<file path="src/rtl/pll_cfg_pkg.sv">
// Shared types and constants for the PLL configuration controller.
package pll_cfg_pkg;

  localparam int ODIV_W      = 10;
  localparam int DUTY_W      = 10;
  localparam int PHASE_W     = 13;
  localparam int LOCK_STABLE = 8;
  localparam int STABLE_W    = $clog2(LOCK_STABLE + 1);
  localparam int CNT_W       = 17;
  localparam int RETRY_W     = 8;

  typedef enum logic [2:0] {
    IDLE,
    GATE,
    PRST,
    WLOCK,
    UNGATE,
    FAIL
  } state_t;

  typedef struct packed {
    logic [ODIV_W-1:0]  odiv;
    logic [DUTY_W-1:0]  duty;
    logic [PHASE_W-1:0] phase;
  } pll_cfg_t;

endpackage

</file>
<file path="src/rtl/sync_2ff.sv">
// Two-flop synchronizer bringing an asynchronous level into the clk domain.
module sync_2ff (
  input  logic clk,
  input  logic rst_n,
  input  logic d,
  output logic q
);

  logic meta;

  always_ff @(posedge clk or negedge rst_n) begin
    if (!rst_n) begin
      meta <= 1'b0;
      q    <= 1'b0;
    end else begin
      meta <= d;
      q    <= meta;
    end
  end

endmodule

</file>
<file path="src/rtl/pll_cfg_ctrl.sv">
// PLL reconfiguration sequencer: gates the output clocks, pulses the PLL reset
// with new divider/duty/phase values, then waits for a stable lock.
module pll_cfg_ctrl
  import pll_cfg_pkg::*;
#(
  parameter logic [ODIV_W-1:0]  RST_ODIV     = 10'd100,
  parameter logic [DUTY_W-1:0]  RST_DUTY     = 10'd100,
  parameter logic [PHASE_W-1:0] RST_PHASE    = 13'd16,
  parameter int                 GATE_CYCLES  = 4,
  parameter int                 RST_CYCLES   = 16,
  parameter int                 LOCK_TIMEOUT = 65535,
  parameter int                 MAX_RETRY    = 2
) (
  input  logic               clk,
  input  logic               rst_n,
  input  logic               cfg_valid,
  output logic               cfg_ready,
  input  logic [ODIV_W-1:0]  cfg_odiv,
  input  logic [DUTY_W-1:0]  cfg_duty,
  input  logic [PHASE_W-1:0] cfg_phase,
  output logic [ODIV_W-1:0]  dyn_odiv,
  output logic [DUTY_W-1:0]  dyn_duty,
  output logic [PHASE_W-1:0] dyn_phase,
  output logic               pll_rst,
  output logic               clkout_gate,
  input  logic               pll_lock,
  output logic               done,
  output logic               err,
  output logic               lock_lost
);

  localparam logic [CNT_W-1:0]    GATE_LAST    = CNT_W'(GATE_CYCLES - 1);
  localparam logic [CNT_W-1:0]    RST_LAST     = CNT_W'(RST_CYCLES - 1);
  localparam logic [CNT_W-1:0]    TIMEOUT_LAST = CNT_W'(LOCK_TIMEOUT - 1);
  localparam logic [STABLE_W-1:0] STABLE_LAST  = STABLE_W'(LOCK_STABLE - 1);
  localparam logic [RETRY_W-1:0]  RETRY_MAX    = RETRY_W'(MAX_RETRY);

  state_t              state, state_d;
  logic [CNT_W-1:0]    cnt;
  logic [STABLE_W-1:0] stable_cnt;
  logic [RETRY_W-1:0]  retries;
  pll_cfg_t            shadow;
  logic                lk, lk_prev;

  logic cnt_clr, start, take_cfg, load_dyn, retry_inc, set_err, done_d, lost_d;

  sync_2ff u_lock_sync (
    .clk   (clk),
    .rst_n (rst_n),
    .d     (pll_lock),
    .q     (lk)
  );

  // NOTE: sequential state uses non-blocking (<=) so every flop samples
  // pre-edge values regardless of statement order.
  always_ff @(posedge clk or negedge rst_n) begin
    if (!rst_n) state <= PRST;
    else        state <= state_d;
  end

  // NOTE: every output of this block gets a default before the case, so no
  // path leaves a signal unassigned and no latch is inferred.
  always_comb begin
    state_d   = state;
    cnt_clr   = 1'b0;
    take_cfg  = 1'b0;
    load_dyn  = 1'b0;
    retry_inc = 1'b0;
    set_err   = 1'b0;
    done_d    = 1'b0;
    lost_d    = 1'b0;
    case (state)
      IDLE: begin
        // Lock loss outranks a request arriving in the same cycle.
        if (lk_prev && !lk) begin
          lost_d  = 1'b1;
          state_d = GATE;
          cnt_clr = 1'b1;
        end else if (cfg_valid) begin
          take_cfg = 1'b1;
          state_d  = GATE;
          cnt_clr  = 1'b1;
        end
      end
      GATE: begin
        if (cnt == GATE_LAST) begin
          state_d  = PRST;
          load_dyn = 1'b1;
          cnt_clr  = 1'b1;
        end
      end
      PRST: begin
        if (cnt == RST_LAST) begin
          state_d = WLOCK;
          cnt_clr = 1'b1;
        end
      end
      WLOCK: begin
        if (lk && stable_cnt == STABLE_LAST) begin
          state_d = UNGATE;
          cnt_clr = 1'b1;
        end else if (cnt == TIMEOUT_LAST) begin
          cnt_clr = 1'b1;
          if (retries < RETRY_MAX) begin
            retry_inc = 1'b1;
            load_dyn  = 1'b1;
            state_d   = PRST;
          end else begin
            set_err = 1'b1;
            state_d = FAIL;
          end
        end
      end
      UNGATE: begin
        if (cnt == GATE_LAST) begin
          state_d = IDLE;
          done_d  = 1'b1;
          cnt_clr = 1'b1;
        end
      end
      FAIL: begin
        if (cfg_valid) begin
          take_cfg = 1'b1;
          state_d  = GATE;
          cnt_clr  = 1'b1;
        end
      end
      default: state_d = IDLE;
    endcase
  end

  assign start       = cnt_clr && (state_d == GATE);
  assign cfg_ready   = (state == IDLE) || (state == FAIL);
  assign pll_rst     = (state == PRST);
  assign clkout_gate = (state != IDLE);

  always_ff @(posedge clk or negedge rst_n) begin
    if (!rst_n) begin
      cnt        <= '0;
      stable_cnt <= '0;
      retries    <= '0;
      lk_prev    <= 1'b0;
      shadow     <= {RST_ODIV, RST_DUTY, RST_PHASE};
      dyn_odiv   <= RST_ODIV;
      dyn_duty   <= RST_DUTY;
      dyn_phase  <= RST_PHASE;
      err        <= 1'b0;
      done       <= 1'b0;
      lock_lost  <= 1'b0;
    end else begin
      lk_prev   <= lk;
      done      <= done_d;
      lock_lost <= lost_d;

      if (cnt_clr)                           cnt <= '0;
      else if (state != IDLE && state != FAIL) cnt <= cnt + 1'b1;

      // Consecutive-lock counter; any low sample restarts it.
      if (state != WLOCK || !lk)         stable_cnt <= '0;
      else if (stable_cnt != STABLE_LAST) stable_cnt <= stable_cnt + 1'b1;

      if (start)          retries <= '0;
      else if (retry_inc) retries <= retries + 1'b1;

      if (take_cfg) shadow <= {cfg_odiv, cfg_duty, cfg_phase};

      // The PLL only ever sees new values at the start of a reset pulse.
      if (load_dyn) begin
        dyn_odiv  <= shadow.odiv;
        dyn_duty  <= shadow.duty;
        dyn_phase <= shadow.phase;
      end

      if (take_cfg)     err <= 1'b0;
      else if (set_err) err <= 1'b1;
    end
  end

endmodule
</file>
<file path="config.mk">
export PLATFORM = sky130hd
export DESIGN_NAME = pll_cfg_ctrl
export DESIGN_NICKNAME = d
export VERILOG_FILES = /design/src/rtl/pll_cfg_pkg.sv /design/src/rtl/sync_2ff.sv /design/src/rtl/pll_cfg_ctrl.sv
export SDC_FILE = /design/constraint.sdc
export NUM_CORES = 1
export LEC_CHECK = 0
export CORE_ASPECT_RATIO = 0.75
export CORE_MARGIN = 3
export CORE_UTILIZATION = 57
export DETAILED_ROUTE_END_ITERATION = 10
export DONT_BUFFER_PORTS = 1
export GPL_TIMING_DRIVEN = 0
export HOLD_SLACK_MARGIN = 0.1
export PLACE_DENSITY = 0.78
export SKIP_CTS_REPAIR_TIMING = 1
export SYNTH_ARGS = -nofsm -noshare
export SYNTH_HDL_FRONTEND = slang
export SYNTH_SLANG_ARGS = --single-unit
</file>
<file path="constraint.sdc">
create_clock -name clk -period 2.34 [get_ports clk]
set_input_delay 0.351 -clock clk [delete_from_list [all_inputs] [get_ports clk]]
set_output_delay 0.351 -clock clk [all_outputs]
set_load 0.03 [all_outputs]
</file>
==> results.txt, run 1 <==
outcome -> finished, violations left
violated checks -> hold timing, setup timing
CTS tree -> done
Reg2Reg Launch Point -> cnt[0]$_DFFE_PN0P_
Non-Filler Instances -> 480
Post-Route Setup TNS -> -1.219 ns
Initial Util -> 59.24%
actual slew at the worst max-slew pin -> 0.7849 ns
Core Region -> 0.007432 mm2
Avg Vias per Cell -> 5.679
share of layout cells above drive strength 1 -> 35.36%
reg-to-reg slack, setup -> -0.06 ns
FF-to-FF path depth -> 8
commonest cells after routing, fill and taps aside -> dfrtp_1 (88), mux2_2 (46), nor2_1 (33), nand2_1 (22), mux2_4 (20)
Post-synth top flop -> dfrtp_1
global placement routability congestion -> 0.8519
FF/Latch Area -> 0.002623 mm2
Pwr Total -> 5.460 mW
Fillers -> 513
static leakage -> 2.275 nW
Final Util -> 67.46%
WL/cell -> 18.75 um
Inserted Diodes -> 0
placed insts -> 448
Cell Area, Synth -> 0.004403 mm2
Max Cap Viol -> 0
worst path cell trace -> inv_2 > ha_4 > nand4b_1 > or4_4 > o32ai_4 > buf_4 > buf_6 > mux2_2
VDD IR max -> 0.6621 mV
initial antenna violation count -> 0
maximum fanout along the worst path -> 5
port buffer count -> 0
CP required -> 2.60 ns
Mapped Cells -> 347
syn_area_per_cell -> 12.69 um2
Tmin final -> 2.398 ns
Setup WS pre-CTS -> -0.1798 ns
Fmax -> 0.4171 GHz
final setup fails -> 32
die area -> 0.008826 mm2
post-route design area -> 0.005014 mm2
final hold slack -> -0.3402 ns
post-synthesis sequential area ratio -> 59.53%
placed cell areas -> 0.004529 mm2
Worst EP arrival -> 2.66 ns
Hold WC Path Type -> in -> async
Clock Skew -> 0.006799 ns
flops & latches, synth -> 104
Critical path buffers and inverters -> 3
crit path capture type -> flip-flop
Max-slew headroom -> 47.48%
RSZ-0062 raised after global routing -> true
CTS Buf Count -> 9
root buffer cell -> clkbuf_8
die width -> 107.5 um
Chip Height -> 82.12 um
Final #Nets -> 415
dpl hpwl -> 5.747 mm
clk sinks -> 104
Clock Latency Late Sink -> 0.37 ns
area of the multi-input gates -> 0.001789 mm2
Tot GR Track Use -> 18.82%
Crit Path Class -> reg -> reg
commonest non-fill, non-tap cell in the layout -> dfrtp_1
vias in the first global route -> 2,543
DRC -> 0
yosys warns -> 0
pwr/cell area -> 1089 mW/mm2
Ports -> 76
final WL -> 9.002 mm
largest net degree at the start of global routing -> 105
first-pass GRT wire length -> 12.81 mm
grt total ovfl -> 0
Critical-path top delay cell -> or4_4
reg2reg end -> dyn_phase[8]$_DFFE_PN0P_
drt initial violations -> 162
drt pass-1 iters -> 4
final hold violations -> 104
H-tree depth -> 3
Final ANT Viol Nets -> 0
Pins Over Slew Limit -> 0
row count -> 27
Post-synth EDFFs -> 0
maximum clock path buffer count -> 2
Area Overhead vs Synth -> 13.87%
via count -> 2,726
final cycle utilization of the critical path -> 102.5%
post-route setup slack -> -0.05775 ns
Syn Nets -> 388
FFs w/ async S/R, synth -> 100.0%
CP Launch Type -> flip-flop
slowest stage delay, CP -> 0.47 ns
count of cell types in the netlist -> 37
clock-pin slew on the worst setup and hold paths -> 0.10 ns
Crit path max-delay family -> simple AND/OR/NAND/NOR gates
[cells in the mapped netlist (7+ instances only)]
| cell type | count | area share (%) |
|---|---|---|
| nor4_1 | 7 | 0.99 |
| o21ai_0 | 8 | 0.91 |
| a21oi_1 | 9 | 1.0 |
| nand2_1 | 22 | 1.9 |
| dfstp_2 | 15 | 9.0 |
| xor2_1 | 11 | 2.2 |
| mux2_2 | 66 | 17 |
| nor3_1 | 8 | 0.91 |
| nor2_1 | 35 | 3.0 |
| dfrtp_1 | 89 | 51 |
| xnor2_1 | 10 | 2.0 |
| nand3_1 | 11 | 1.3 |
[report_power, final]
group          total, mW  leakage, nW  internal, mW  switching [mW]
logic               1.17        0.871         0.632           0.540
clock network       1.07       0.0948         0.429           0.637
registers           3.22         1.31          2.44           0.780
[flip-flops by register name, summed over array words and instances, names as in the netlist]
register,cells
cnt,17
done,1
dyn_duty,10
dyn_odiv,10
dyn_phase,13
err,1
lk_prev,1
lock_lost,1
retries,8
shadow,33
stable_cnt,4
state,3
u_lock_sync.meta,1
u_lock_sync.q,1
[worst reg2reg max path: cells and delay by family (launching register included)]
| kind | cells | cell delay [ns] |
|---|---|---|
| AO/OA/AOI/OAI | 1 | 0.35 |
| adder cells (fa/ha/maj) | 1 | 0.14 |
| buffers and inverters | 3 | 0.42 |
| flip-flops | 1 | 0.42 |
| multiplexers | 1 | 0.34 |
| AND/OR/NAND/NOR | 2 | 0.63 |
[how the worst max path moves through the flow]
| stage | to | start | cells after the start |
|---|---|---|---|
| detailed placement | dyn_phase[2]$_DFFE_PN0P_ | cnt[0]$_DFFE_PN0P_ | 7 |
| floorplan | dyn_duty[0]$_DFFE_PN0P_ | cnt[0]$_DFFE_PN0P_ | 7 |
| global placement | dyn_phase[3]$_DFFE_PN0P_ | cnt[0]$_DFFE_PN0P_ | 7 |
| finish | dyn_phase[8]$_DFFE_PN0P_ | cnt[0]$_DFFE_PN0P_ | 8 |
| global route | dyn_phase[8]$_DFFE_PN0P_ | cnt[0]$_DFFE_PN0P_ | 8 |
| CTS | dyn_phase[2]$_DFFE_PN0P_ | cnt[0]$_DFFE_PN0P_ | 7 |
[area by class of cell]
class	count	area share, %
Sequential cell	104	52.31
Inverter	6	0.4492
Clock inverter	6	0.9983
Tap cell	101	2.521
Clock buffer	10	2.745
Buffer	12	1.772
Multi-Input combinational cell	224	35.69
Timing Repair Buffer	17	3.519
[layer usage]
| metal | up-vias | GRT usage, % | routed length [um] |
|---|---|---|---|
| met5 | - | 0 | 0 |
| met4 | 0 | 5.044 | 55 |
| met3 | 7 | 6.527 | 633 |
| met2 | 88 | 28.16 | 4225 |
| met1 | 1371 | 26.50 | 4088 |
| li1 | 1260 | - | - |
[cell families after synthesis]
kind of cell	count (synthesis)	share of synthesized area [%]
flops	104	59.53
compound gates	25	3.780
mux	66	16.88
simple gates	108	12.19
buf+inv	19	2.302
xor+xnor	21	4.177
fa+ha+maj	4	1.137
Power figures use the tool's default switching activity.
==> run 2: changes to the inputs <==
SETUP_SLACK_MARGIN = 0.4   (was unset)
==> run 2 against run 1 <==
The flow still finishes with violations (hold timing, setup timing). Die area unchanged. Maximum frequency decreased by 2.3%. Count of clock-buffer cells in the layout increased by 1. Clock skew increased by 0.0032 ns. Critical path depth unchanged. Final area increased by 6.4%. Sequential share of layout area decreased by 3.1 points. Sequential power about the same. Core utilization increased by 4.3 points. Setup slack got worse by 0.057 ns. Final cell count increased by 1.3%. Clock power decreased by 6%.
==> results.txt, run 2 (synthesized netlist as in run 1, its figures left out) <==
largest reg by FF count -> shadow
CTS Buf Count -> 9
die area -> 0.008826 mm2
crit path capture type -> flip-flop
H-tree depth -> 3
drt initial violations -> 205
Clock Latency Late Sink -> 0.37 ns
area of the multi-input gates -> 0.002017 mm2
Crit Path Class -> reg -> reg
Initial Util -> 59.24%
commonest cells after routing, fill and taps aside -> dfrtp_1 (88), mux2_2 (36), mux2_4 (30), nand2_1 (20), nor2_1 (16)
grt total ovfl -> 0
FF-to-FF path depth -> 8
reg2reg end -> dyn_duty[7]$_DFFE_PN0P_
CP Launch Type -> flip-flop
vias in the first global route -> 2,570
placed insts -> 448
Worst Setup SP -> cnt[0]$_DFFE_PN0P_
Ports -> 76
Tmin final -> 2.454 ns
Max-slew headroom -> 67.01%
Largest register FFs -> 33
Worst EP arrival -> 2.71 ns
pwr/cell area -> 1069 mW/mm2
Avg Vias per Cell -> 5.811
initial antenna violation count -> 0
dpl hpwl -> 5.906 mm
final hold slack -> -0.3332 ns
drt pass-1 iters -> 4
biggest regs -> shadow x33, cnt x17, dyn_phase x13
critical path depth -> 8
Max Cap Viol -> 0
die width -> 107.5 um
RSZ-0062 raised after global routing -> true
Hold WC Path Type -> in -> async
slowest stage delay, CP -> 0.59 ns
reg-to-reg slack, setup -> -0.11 ns
Critical path buffers and inverters -> 3
post-route design area -> 0.005333 mm2
DRC -> 0
final cycle utilization of the critical path -> 104.9%
largest net degree at the start of global routing -> 105
Fillers -> 470
CP required -> 2.59 ns
root buffer cell -> clkbuf_8
clock-pin slew on the worst setup and hold paths -> 0.10 ns
Chip Height -> 82.12 um
post-route setup slack -> -0.1145 ns
final WL -> 9.518 mm
Critical-path top delay cell -> or4_4
FF/Latch Area -> 0.002623 mm2
maximum fanout along the worst path -> 10
commonest non-fill, non-tap cell in the layout -> dfrtp_1
Core Region -> 0.007432 mm2
Area Overhead vs Synth -> 21.11%
Final #Nets -> 421
Tot GR Track Use -> 19.49%
via count -> 2,824
Non-Filler Instances -> 486
final hold violations -> 104
Setup WS pre-CTS -> -0.1711 ns
row count -> 27
worst path cell trace -> inv_2 > ha_4 > nand4b_1 > or4_4 > o32ai_4 > buf_4 > buf_12 > mux2_4
first-pass GRT wire length -> 13.05 mm
actual slew at the worst max-slew pin -> 0.4897 ns
Final ANT Viol Nets -> 0
Final Util -> 71.75%
Crit path max-delay family -> simple AND/OR/NAND/NOR gates
global placement routability congestion -> 0.8386
WL/cell -> 19.58 um
Inserted Diodes -> 0
final setup fails -> 33
static leakage -> 2.335 nW
VDD IR max -> 0.6529 mV
outcome -> finished, violations left
maximum clock path buffer count -> 2
Post-Route Setup TNS -> -3.090 ns
Clock Skew -> 0.01002 ns
CTS tree -> done
Reg2Reg Launch Point -> cnt[0]$_DFFE_PN0P_
placed cell areas -> 0.004563 mm2
clk sinks -> 104
port buffer count -> 0
Pins Over Slew Limit -> 0
Critical Path Sink -> dyn_duty[7]$_DFFE_PN0P_
Fmax -> 0.4074 GHz
violated checks -> hold timing, setup timing
share of layout cells above drive strength 1 -> 43.64%
==> run 2: report_power, final <==
group | switching (mW) | internal [mW]
sequential | 0.813 | 2.44
clock | 0.615 | 0.397
combinational | 0.646 | 0.787
==> run 2: routing by layer <==
| metal | track usage (%) | wire length [um] | up-vias |
|---|---|---|---|
| li1 | - | - | 1282 |
| met1 | 27.07 | 4255 | 1427 |
| met2 | 29.34 | 4555 | 98 |
| met3 | 6.371 | 546 | 17 |
| met4 | 6.431 | 161 | 0 |
| met5 | 0 | 0 | - |
==> run 2: how the worst min path moves through the flow <==
stage	from	endpoint	slack, ns	depth (start not counted)
floorplan	rst_n	cnt[0]$_DFFE_PN0P_	0.06	0
global placement	rst_n	u_lock_sync.meta$_DFF_PN0_	0.06	0
detailed placement	rst_n	dyn_phase[7]$_DFFE_PN0P_	0.06	0
CTS	rst_n	dyn_phase[8]$_DFFE_PN0P_	-0.36	0
global route	rst_n	u_lock_sync.q$_DFF_PN0_	-0.36	0
finish	rst_n	u_lock_sync.q$_DFF_PN0_	-0.33	0
==> run 2: cell type report <==
type,instances,area share [%]
flip-flops and latches,104,49.18
multi-input cells,224,37.82
repair buffers,22,4.435
plain buffers,13,2.511
clock buffers,11,2.464
well taps,101,2.370
clock inverters,5,0.7977
inverters,6,0.4223
==> run 2: worst reg2reg max path, cell delays in order, from the launching register on <==
cell and delay [ns]:
dfrtp_1 0.41, inv_2 0.09, ha_4 0.12, nand4b_1 0.19, or4_4 0.59, o32ai_4 0.31, buf_4 0.19, buf_12 0.14
mux2_4 0.31
==> run 2: per-stage QoR <==
stage | hold slack, ns | total power [mW]
6_report | -0.3332 | 5.698
5_1_grt | -0.3616 | 5.986
4_1_cts | -0.3581 | 5.309
3_5_place_dp | 0.05875 | 4.303
3_3_place_gp | 0.05919 | 4.188
2_1_floorplan | 0.05541 | 4.002
==> run 3: changes to the inputs <==
ABC_AREA = 1   (was unset)
clock period = 2.1 ns   (was 2.34 ns; I/O delays follow)
==> run 3 against run 2 <==
The run ends with hold timing left. Final area up 13%. Final cell count is 45% higher. First-iteration DRC count is 68% higher. Flip-flop and latch count did not move. Non-clock buffer count rose by 40.
==> results.txt, run 3 <==
clock-pin slew on the worst setup and hold paths -> 0.10 ns
yosys warns -> 0
final WL -> 11.71 mm
Syn Nets -> 563
Chip Height -> 85.36 um
final setup fails -> 0
die area -> 0.009543 mm2
Core Region -> 0.008023 mm2
maximum fanout along the worst path -> 5
grt total ovfl -> 0
final cycle utilization of the critical path -> 90.33%
clock share of power -> 16.3%
Fmax -> 0.5272 GHz
Ports -> 76
Crit path max-delay family -> flip-flops
Comb power frac -> 34.4%
post-route setup slack -> 0.2031 ns
Area Overhead vs Synth -> 25.41%
final hold violations -> 104
Synth area leaders -> dfrtp_1 (47%), dfstp_2 (8.2%), nand2_1 (7.5%)
crit path capture type -> output port
Final #Nets -> 634
outcome -> finished, violations left
Net Switching -> 3.305 mW
largest area contributor in the netlist -> dfrtp_1
commonest cells after routing, fill and taps aside -> nand2_1 (89), dfrtp_1 (86), nor2_1 (67), inv_1 (61), dlygate4sd3_1 (33)
via count -> 3,846
Avg Vias per Cell -> 5.471
DRC -> 0
FFs w/ async S/R, synth -> 100.0%
VDD IR max -> 0.9282 mV
Fillers -> 502
Initial Util -> 59.65%
CP required -> 1.78 ns
port buffer count -> 0
worst path cell trace -> inv_1 > nand3_2 > inv_2 > nor2_4 > inv_4 > buf_12
Critical-path top delay cell -> dfstp_2
static leakage -> 2.671 nW
RSZ-0062 raised after global routing -> true
actual slew at the worst max-slew pin -> 0.4750 ns
slowest stage delay, CP -> 0.61 ns
Max-slew headroom -> 68.09%
pwr/cell area -> 1323 mW/mm2
reg-to-reg slack, setup -> 0.25 ns
Worst EP arrival -> 1.58 ns
dpl hpwl -> 6.946 mm
WL/cell -> 16.65 um
vias in the first global route -> 3,432
CTS Buf Count -> 9
drt pass-1 iters -> 5
Non-Filler Instances -> 703
H-tree depth -> 3
Flop pwr share -> 49.3%
placed insts -> 627
maximum clock path buffer count -> 2
Largest register FFs -> 33
Post-Route Setup TNS -> 0 ns
die width -> 111.8 um
post-route design area -> 0.006002 mm2
post-synthesis sequential area ratio -> 54.77%
share of layout cells above drive strength 1 -> 28.93%
placed cell areas -> 0.004922 mm2
largest reg by FF count -> shadow
global placement routability congestion -> 0.8832
Crit Path Class -> reg -> out
Clock Latency Late Sink -> 0.37 ns
row count -> 28
count of cell types in the netlist -> 35
area of the multi-input gates -> 0.001992 mm2
Final ANT Viol Nets -> 0
commonest non-fill, non-tap cell in the layout -> nand2_1
violated checks -> hold timing
Critical path buffers and inverters -> 4
Post-synth top flop -> dfrtp_1
flops & latches, synth -> 104
Hold WC Path Type -> in -> async
clk sinks -> 104
initial antenna violation count -> 0
Clock Skew -> 0.009291 ns
largest net degree at the start of global routing -> 105
Pins Over Slew Limit -> 0
internal power -> 4.635 mW
FF/Latch Area -> 0.002625 mm2
drt initial violations -> 344
Tmin final -> 1.897 ns
Synth top area share -> 46.54%
Post-synth EDFFs -> 0
first-pass GRT wire length -> 16.66 mm
biggest regs -> shadow x33, cnt x17, dyn_phase x13
Max Cap Viol -> 0
final hold slack -> -0.3718 ns
CTS tree -> done
CP Launch Type -> flip-flop
root buffer cell -> clkbuf_8
Tot GR Track Use -> 21.99%
Inserted Diodes -> 0
syn_area_per_cell -> 9.168 um2
Setup WS pre-CTS -> 0.04987 ns
Sw Ratio -> 41.62%
Mapped Cells -> 522
Cell Area, Synth -> 0.004786 mm2
count leader, synth -> nand2_1
most frequent cells after synthesis -> nand2_1 (96), dfrtp_1 (89), nor2_1 (79), inv_1 (71), o21ai_0 (31)
## run 3: cell count changes in the layout (fill, tap and decap cells not counted), moves of 11 or more
cell / before / now
dlygate4sd3_1: 5 / 33
o21ai_0: 5 / 28
nor2_2: 4 / 15
nor2_1: 16 / 67
nand2_1: 20 / 89
inv_1: 4 / 61
mux2_4: 30 / 0
mux2_2: 36 / 5
a21oi_2: 1 / 29
## run 3: layout make-up
type | instances | area share [%]
clock buffers | 12 | 2.585
plain buffers | 15 | 2.877
repair buffers | 60 | 9.902
multi-input cells | 331 | 33.19
inverters | 72 | 4.670
well taps | 105 | 2.189
clock inverters | 4 | 0.8547
flip-flops and latches | 104 | 43.74
## run 3: per-stage QoR
stage	hold WS [ns]	util, %	total power, mW
floorplan	0.01941	-	5.387
global placement	0.02119	61.35	5.747
detailed placement	0.02148	61.35	5.881
CTS	-0.3905	63.93	7.173
global route	-0.3967	74.81	8.380
finish	-0.3718	74.81	7.940
## run 3: power groups by stage
stage	registers, mW	clock network, mW	logic, mW
2_1_floorplan	3.78	0	1.60
3_3_place_gp	3.89	0	1.86
3_5_place_dp	3.92	0	1.96
4_1_cts	3.88	1.32	1.98
5_1_grt	3.99	1.39	3.00
6_report	3.92	1.29	2.73
## run 3: layer usage
metal	wire length [um]	part of all wire, %	up-vias	track usage, %
met2	5757	49	139	32.32
met3	773	6.6	21	6.914
met1	4984	43	1896	31.70
li1	-	-	1790	-
met5	0	0	-	0
met4	191	1.6	0	6.409
## run 3: worst paths after layout
check                      cells after the start                       start                        to
max                                            6          state[1]$_DFF_PN1_                 cfg_ready
min                                            0                       rst_n  dyn_phase[5]$_DFFE_PN0P_
max reg2reg                                   12          state[1]$_DFF_PN1_       cnt[16]$_DFFE_PN0P_
min reg2reg                                    0  u_lock_sync.meta$_DFF_PN0_   u_lock_sync.q$_DFF_PN0_
max in group asynchronous                      0                       rst_n    shadow[19]$_DFFE_PN1P_
min in group clk                               2                cfg_phase[8]     shadow[8]$_DFFE_PN0P_
## run 3: cells by family (layout without fill, tap and decap cells)
kind of cell    count (synthesis)  after routing  synth area share (%)
fa+ha+maj                       4              4                 1.046
simple gates                  242            242                 23.03
flops                         104            104                 54.77
mux                             5              5                 1.176
xor+xnor                        7              7                 1.281
compound gates                 73             73                 10.25
buf+inv                        87            163                 8.444
